===== src/rtl/vga_timing_if.sv =====
// Pixel-strobe input and timing outputs of the VGA timing generator.
// The generator uses the master view; a pixel pipeline or bench uses the slave view.
interface vga_timing_if #(
  parameter int unsigned CW = 10
);
  logic          pix_en;
  logic          hsync;
  logic          vsync;
  logic [CW-1:0] hc;
  logic [CW-1:0] vc;
  logic [CW-1:0] x;
  logic [CW-1:0] y;
  logic          video_on;
  logic          line_start;
  logic          frame_start;
  logic          vblank;

  modport master (
    input  pix_en,
    output hsync, vsync, hc, vc, x, y, video_on, line_start, frame_start, vblank
  );

  modport slave (
    output pix_en,
    input  hsync, vsync, hc, vc, x, y, video_on, line_start, frame_start, vblank
  );
endinterface


===== src/rtl/vga_timing_gen.sv =====
// Parameterised VGA raster timing generator, advanced by a pixel strobe.
// All outputs are registered from next-state counter values, so they match hc/vc in the same cycle.
module vga_timing_gen #(
  parameter int unsigned CW       = 10,
  parameter int unsigned H_SYNC   = 96,
  parameter int unsigned H_BP     = 48,
  parameter int unsigned H_ACTIVE = 640,
  parameter int unsigned H_FP     = 16,
  parameter int unsigned V_SYNC   = 2,
  parameter int unsigned V_BP     = 29,
  parameter int unsigned V_ACTIVE = 480,
  parameter int unsigned V_FP     = 10,
  parameter bit          HS_POL   = 1'b0,
  parameter bit          VS_POL   = 1'b0
) (
  input  logic         clk,
  input  logic         RESET,
  vga_timing_if.master vga
);

  localparam int unsigned H_TOTAL     = H_SYNC + H_BP + H_ACTIVE + H_FP;
  localparam int unsigned V_TOTAL     = V_SYNC + V_BP + V_ACTIVE + V_FP;
  localparam int unsigned H_ACT_START = H_SYNC + H_BP;
  localparam int unsigned H_ACT_END   = H_ACT_START + H_ACTIVE;
  localparam int unsigned V_ACT_START = V_SYNC + V_BP;
  localparam int unsigned V_ACT_END   = V_ACT_START + V_ACTIVE;

  logic [CW-1:0] hc_q, vc_q;
  logic [CW-1:0] hc_n, vc_n;
  logic [CW-1:0] x_n, y_n;
  logic          h_wrap, v_wrap;
  logic          h_act_n, v_act_n, video_on_n;

  // NOTE: every signal driven here gets a default first, so no path can leave one unassigned and infer a latch.
  always_comb begin
    hc_n   = hc_q;
    vc_n   = vc_q;
    h_wrap = vga.pix_en && (hc_q == CW'(H_TOTAL - 1));
    v_wrap = h_wrap && (vc_q == CW'(V_TOTAL - 1));

    if (vga.pix_en) hc_n = h_wrap ? '0 : hc_q + CW'(1);
    if (h_wrap)     vc_n = v_wrap ? '0 : vc_q + CW'(1);

    h_act_n    = (hc_n >= CW'(H_ACT_START)) && (hc_n < CW'(H_ACT_END));
    v_act_n    = (vc_n >= CW'(V_ACT_START)) && (vc_n < CW'(V_ACT_END));
    video_on_n = h_act_n && v_act_n;
    x_n        = video_on_n ? hc_n - CW'(H_ACT_START) : '0;
    y_n        = video_on_n ? vc_n - CW'(V_ACT_START) : '0;
  end

  // NOTE: state and output registers use non-blocking assignments so every flop samples pre-edge values.
  always_ff @(posedge clk or posedge RESET) begin
    if (RESET) begin
      hc_q            <= '0;
      vc_q            <= '0;
      vga.x           <= '0;
      vga.y           <= '0;
      vga.video_on    <= 1'b0;
      vga.line_start  <= 1'b0;
      vga.frame_start <= 1'b0;
      vga.vblank      <= 1'b1;
      vga.hsync       <= HS_POL;
      vga.vsync       <= VS_POL;
    end else begin
      hc_q            <= hc_n;
      vc_q            <= vc_n;
      vga.x           <= x_n;
      vga.y           <= y_n;
      vga.video_on    <= video_on_n;
      // Pulses come from the wrap itself, so a frozen hc=0 never re-fires them.
      vga.line_start  <= h_wrap;
      vga.frame_start <= v_wrap;
      vga.vblank      <= ~v_act_n;
      vga.hsync       <= (hc_n < CW'(H_SYNC)) ? HS_POL : ~HS_POL;
      vga.vsync       <= (vc_n < CW'(V_SYNC)) ? VS_POL : ~VS_POL;
    end
  end

  assign vga.hc = hc_q;
  assign vga.vc = vc_q;

endmodule


===== src/flat_wrapper.sv =====
// flat-port wrapper written by rule: the top's interface ports become plain ports
module vga_timing_gen_flat 
#(
  parameter int unsigned CW       = 10,
  parameter int unsigned H_SYNC   = 96,
  parameter int unsigned H_BP     = 48,
  parameter int unsigned H_ACTIVE = 640,
  parameter int unsigned H_FP     = 16,
  parameter int unsigned V_SYNC   = 2,
  parameter int unsigned V_BP     = 29,
  parameter int unsigned V_ACTIVE = 480,
  parameter int unsigned V_FP     = 10,
  parameter bit          HS_POL   = 1'b0,
  parameter bit          VS_POL   = 1'b0
)
  (clk, RESET, vga_pix_en, vga_hsync, vga_vsync, vga_hc, vga_vc, vga_x, vga_y, vga_video_on, vga_line_start, vga_frame_start, vga_vblank);
  vga_timing_if #(.CW(CW)) vga_i ();
  input  logic clk;
  input  logic RESET;
  input wire logic [$bits(vga_i.pix_en)-1:0] vga_pix_en;
  output wire logic [$bits(vga_i.hsync)-1:0] vga_hsync;
  output wire logic [$bits(vga_i.vsync)-1:0] vga_vsync;
  output wire logic [$bits(vga_i.hc)-1:0] vga_hc;
  output wire logic [$bits(vga_i.vc)-1:0] vga_vc;
  output wire logic [$bits(vga_i.x)-1:0] vga_x;
  output wire logic [$bits(vga_i.y)-1:0] vga_y;
  output wire logic [$bits(vga_i.video_on)-1:0] vga_video_on;
  output wire logic [$bits(vga_i.line_start)-1:0] vga_line_start;
  output wire logic [$bits(vga_i.frame_start)-1:0] vga_frame_start;
  output wire logic [$bits(vga_i.vblank)-1:0] vga_vblank;
  assign vga_i.pix_en = vga_pix_en;
  assign vga_hsync = vga_i.hsync;
  assign vga_vsync = vga_i.vsync;
  assign vga_hc = vga_i.hc;
  assign vga_vc = vga_i.vc;
  assign vga_x = vga_i.x;
  assign vga_y = vga_i.y;
  assign vga_video_on = vga_i.video_on;
  assign vga_line_start = vga_i.line_start;
  assign vga_frame_start = vga_i.frame_start;
  assign vga_vblank = vga_i.vblank;
  vga_timing_gen #(.CW(CW), .H_SYNC(H_SYNC), .H_BP(H_BP), .H_ACTIVE(H_ACTIVE), .H_FP(H_FP), .V_SYNC(V_SYNC), .V_BP(V_BP), .V_ACTIVE(V_ACTIVE), .V_FP(V_FP), .HS_POL(HS_POL), .VS_POL(VS_POL)) u_core (.clk(clk), .RESET(RESET), .vga(vga_i));
endmodule

===== config.mk =====
export PLATFORM = sky130hd
export DESIGN_NAME = vga_timing_gen_flat
export DESIGN_NICKNAME = d
export VERILOG_FILES = /design/src/rtl/vga_timing_if.sv /design/src/rtl/vga_timing_gen.sv /design/src/flat_wrapper.sv
export SDC_FILE = /design/constraint.sdc
export NUM_CORES = 1
export LEC_CHECK = 0
export ABC_AREA = 1
export BUFFER_PORTS_ARGS = -buffer_cell sky130_fd_sc_hd__buf_2
export CORE_MARGIN = 4
export CORE_UTILIZATION = 30
export CTS_CLUSTER_DIAMETER = 30
export DETAILED_ROUTE_END_ITERATION = 8
export PLACE_DENSITY = 0.51
export SLEW_MARGIN = 15
export SYNTH_ARGS = -nofsm -noshare
export SYNTH_HDL_FRONTEND = slang
export SYNTH_SLANG_ARGS = --single-unit

===== constraint.sdc =====
create_clock -name clk -period 2.7 [get_ports clk]
set_clock_uncertainty 0.2 [all_clocks]
set_input_delay 0.27 -clock clk [delete_from_list [all_inputs] [get_ports clk]]
set_output_delay 0.27 -clock clk [all_outputs]
set_load 0.03 [all_outputs]

==> flow_summary.json <==
{
  "place_ws_ns": 0.02072,
  "num_rows": 33,
  "critPathLaunchType": "flip-flop",
  "top_usage_layer": "met2",
  "via_per_inst": 4.598,
  "synth_seq_area_share_pct": 43.86,
  "vias": 2313,
  "gr-total-overflow": 0,
  "fin_tns_setup_ns": 0,
  "total_power_mw": 3.143,
  "postRouteAntennaNets": 0,
  "coreArea_um2": 8382,
  "cpMostUsedCell": "nand2_1",
  "hold_violations": 0,
  "syn2layout_area_growth_pct": 24.62,
  "chipHeight_um": 101.6,
  "avgSynthCellArea_um2": 7.962,
  "synth_seq_cells": 46,
  "ir_worst_vdd_mv": 0.3523,
  "seq_area_um2": 1156,
  "post_cts_buffers": 0,
  "cp_slowest_stage_delay_ns": 0.37,
  "crit_buf_inv": 2,
  "drv_slew": 0,
  "final.period_utilization_pct": 92.61,
  "hold_path_class": "in2reg",
  "fin_ws_ns": 0.1994,
  "drcViolationCount": 0,
  "crit_fanout": 10,
  "grt_use_met2_pct": 22.89,
  "clk_latency_ns": 0.30,
  "grtUsageMet1_pct": 17.50,
  "io_pins": 49,
  "p_leak_nw": 1.742,
  "hpwl_um": 5283,
  "cts_tree": "yes",
  "antennaDiodeCount": 0,
  "globalRouteMet3Util_pct": 3.306,
  "start_util_pct": 31.35,
  "synth_cells": 330,
  "yosys_warnings": 0,
  "routed_wl_um": 6747,
  "p_per_area_nw_per_um2": 960.0,
  "drive_gt1_share_pct": 32.91,
  "cts-root-buf": "clkbuf_8",
  "syn-cell-area_um2": 2628,
  "crit_chain": "ha_2 > nand2_4 > nor2_8 > nand2_4 > nor2_4 > buf_4 > nand2_1 > nand2_1 > nand3_1 > buf_4 > nor2_2 > nand2_1 > xor2_1 > nor2_2",
  "grt_max_degree": 31,
  "status": "finished clean",
  "clock_sinks": 46,
  "grt_pass1_vias": 2180,
  "drt_iter0_markers": 59,
  "io_buffers": 48,
  "fmax_mhz": 399.9,
  "drv_cap": 0,
  "nets": 406,
  "ys_types": 26,
  "clockBufferDepth": 2,
  "drt_first_pass_iters": 4,
  "cts_max_level": 2,
  "track_usage_pct": 13.48,
  "slowest_stage": "dfrtp_2",
  "multi_input_comb_area_um2": 1259,
  "arrival_ns": 2.49,
  "gp_congestion": 0.8866,
  "grt_pass1_wl_um": 10920,
  "antenna_found_initial": 0,
  "num-fill-cells": 888,
  "min_period_ns": 2.501,
  "die_x_um": 101.6,
  "crit_path_end_kind": "flip-flop",
  "worstMarginPinSlew_ns": 0.6243,
  "rsz0062_at_grt": "false",
  "critical_path_class": "reg2reg",
  "synth_nets": 339,
  "cts_made_buffers": 5,
  "avgRoutedWirePerCell_um": 13.41,
  "path_clk_slew_ns": 0.08,
  "maxSlewHeadroom_pct": 58.32,
  "path_delay_family": "simple AND/OR/NAND/NOR gates",
  "setup_violations": 0,
  "dieArea_um2": 10320,
  "crit_required_ns": 2.69
}
registers in the layout (all words and copies together), names as in the netlist:
signal                  flops
u_core.vga.hc              10
u_core.vga.vblank           1
u_core.vga.hsync            1
u_core.vga.line_start       1
u_core.vga.x               10
u_core.vga.frame_start      1
u_core.vga.vsync            1
u_core.vga.video_on         1
u_core.vga.y               10
u_core.vga.vc              10
kinds of logic after synthesis:
family | synth area share [%]
buf+inv | 9.571
simple gates | 37.81
flops | 43.86
compound gates | 2.905
xor+xnor | 3.000
fa+ha+maj | 2.857
where the power goes:
group	switching [mW]	total, mW	internal, mW
combinational	1.07	1.57	0.497
sequential	0.0997	0.947	0.847
clock	0.236	0.631	0.395
layout make-up:
type | count | area share [%]
multi-input combinational | 226 | 38.44
sequential | 46 | 35.31
timing repair buffer | 66 | 11.92
inverter | 52 | 5.961
tap | 105 | 4.012
clock buffer | 6 | 2.522
clock inverter | 2 | 1.834
final timing paths:
path,from,to,slack (ns),cells past startpoint
setup reg to reg,u_core.vga.hc[1]$_DFF_PP0_,u_core.vga.y[5]$_DFF_PP0_,0.20,14
hold / removal,vga_pix_en,u_core.vga.hc[0]$_DFF_PP0_,0.22,3
setup / recovery,u_core.vga.hc[1]$_DFF_PP0_,u_core.vga.y[5]$_DFF_PP0_,0.20,14
min in group asynchronous,RESET,u_core.vga.y[9]$_DFF_PP0_,0.38,3
hold reg to reg,u_core.vga.vc[1]$_DFF_PP0_,u_core.vga.vc[1]$_DFF_PP0_,0.38,2
max in group asynchronous,RESET,u_core.vga.y[5]$_DFF_PP0_,1.23,4
cell usage in the layout, fill, tap and decap left out:
master	synthesis	layout
dfstp_2	1	1
nand3_2	3	6
a21oi_4	1	1
buf_12	0	1
o21ai_0	6	6
ha_1	6	5
ha_2	0	1
bufinv_16	0	2
nor3_1	5	4
nand2_1	74	73
nand4_2	1	1
buf_4	3	16
nand3_1	35	32
xnor2_1	1	1
nor2_2	24	25
inv_1	49	48
o21ai_1	1	1
nand2_4	4	4
buf_2	0	48
nor2_1	33	31
nor2_4	3	4
o21bai_1	2	2
dfrtp_2	0	3
nand4_1	11	11
a21oi_1	2	2
dfrtp_1	45	42
nor3_2	0	1
xor2_1	8	8
nor2_8	1	1
inv_2	3	4
dlygate4sd3_1	0	1
nand2_2	5	6
clkbuf_8	0	6
stage by stage:
stage | util [%] | hold slack [ns] | area [um2] | instances
floorplan | - | 0.3631 | 2630 | 330
global placement | 36.81 | 0.1767 | 3085 | 494
detailed placement | 36.81 | 0.1912 | 3085 | 494
CTS | 38.69 | 0.2049 | 3243 | 503
global route | 39.07 | 0.2196 | 3274 | 503
finish | 39.07 | 0.2207 | 3274 | 503
routing by layer:
| layer | up-vias | part of all wire [%] |
|---|---|---|
| li1 | 1153 | - |
| met2 | 58 | 51 |
| met1 | 1096 | 44 |
| met3 | 6 | 4.7 |
| met4 | 0 | 0.82 |
| met5 | - | 0 |
cell usage after synthesis (all sizes together):
master | count | area share [%]
a21oi | 3 | 1.0
nand2 | 83 | 13
inv | 52 | 7.4
nor3 | 5 | 0.95
buf | 6 | 2.1
xnor2 | 1 | 0.33
dfrtp | 45 | 43
xor2 | 8 | 2.7
nand3 | 38 | 7.8
ha | 6 | 2.9
nor2 | 61 | 12
nand4 | 12 | 3.1
o21bai | 2 | 0.57
dfstp | 1 | 1.0
o21ai | 7 | 1.3
tightest hold or removal path, delay by kind of cell:
| family | cells | cell delay, ns |
|---|---|---|
| AND/OR/NAND/NOR | 2 | 0.23 |
| buffers and inverters | 1 | 0.17 |
timing repair:
| action | 4_1_cts | 5_1_grt |
|---|---|---|
| hold endpoints to repair | 28 | 0 |
| setup endpoints to repair | 19 | 21 |
| resized for setup | 1 | 9 |
| hold buffers | 1 | 0 |
(Power assumes the default switching activity.)
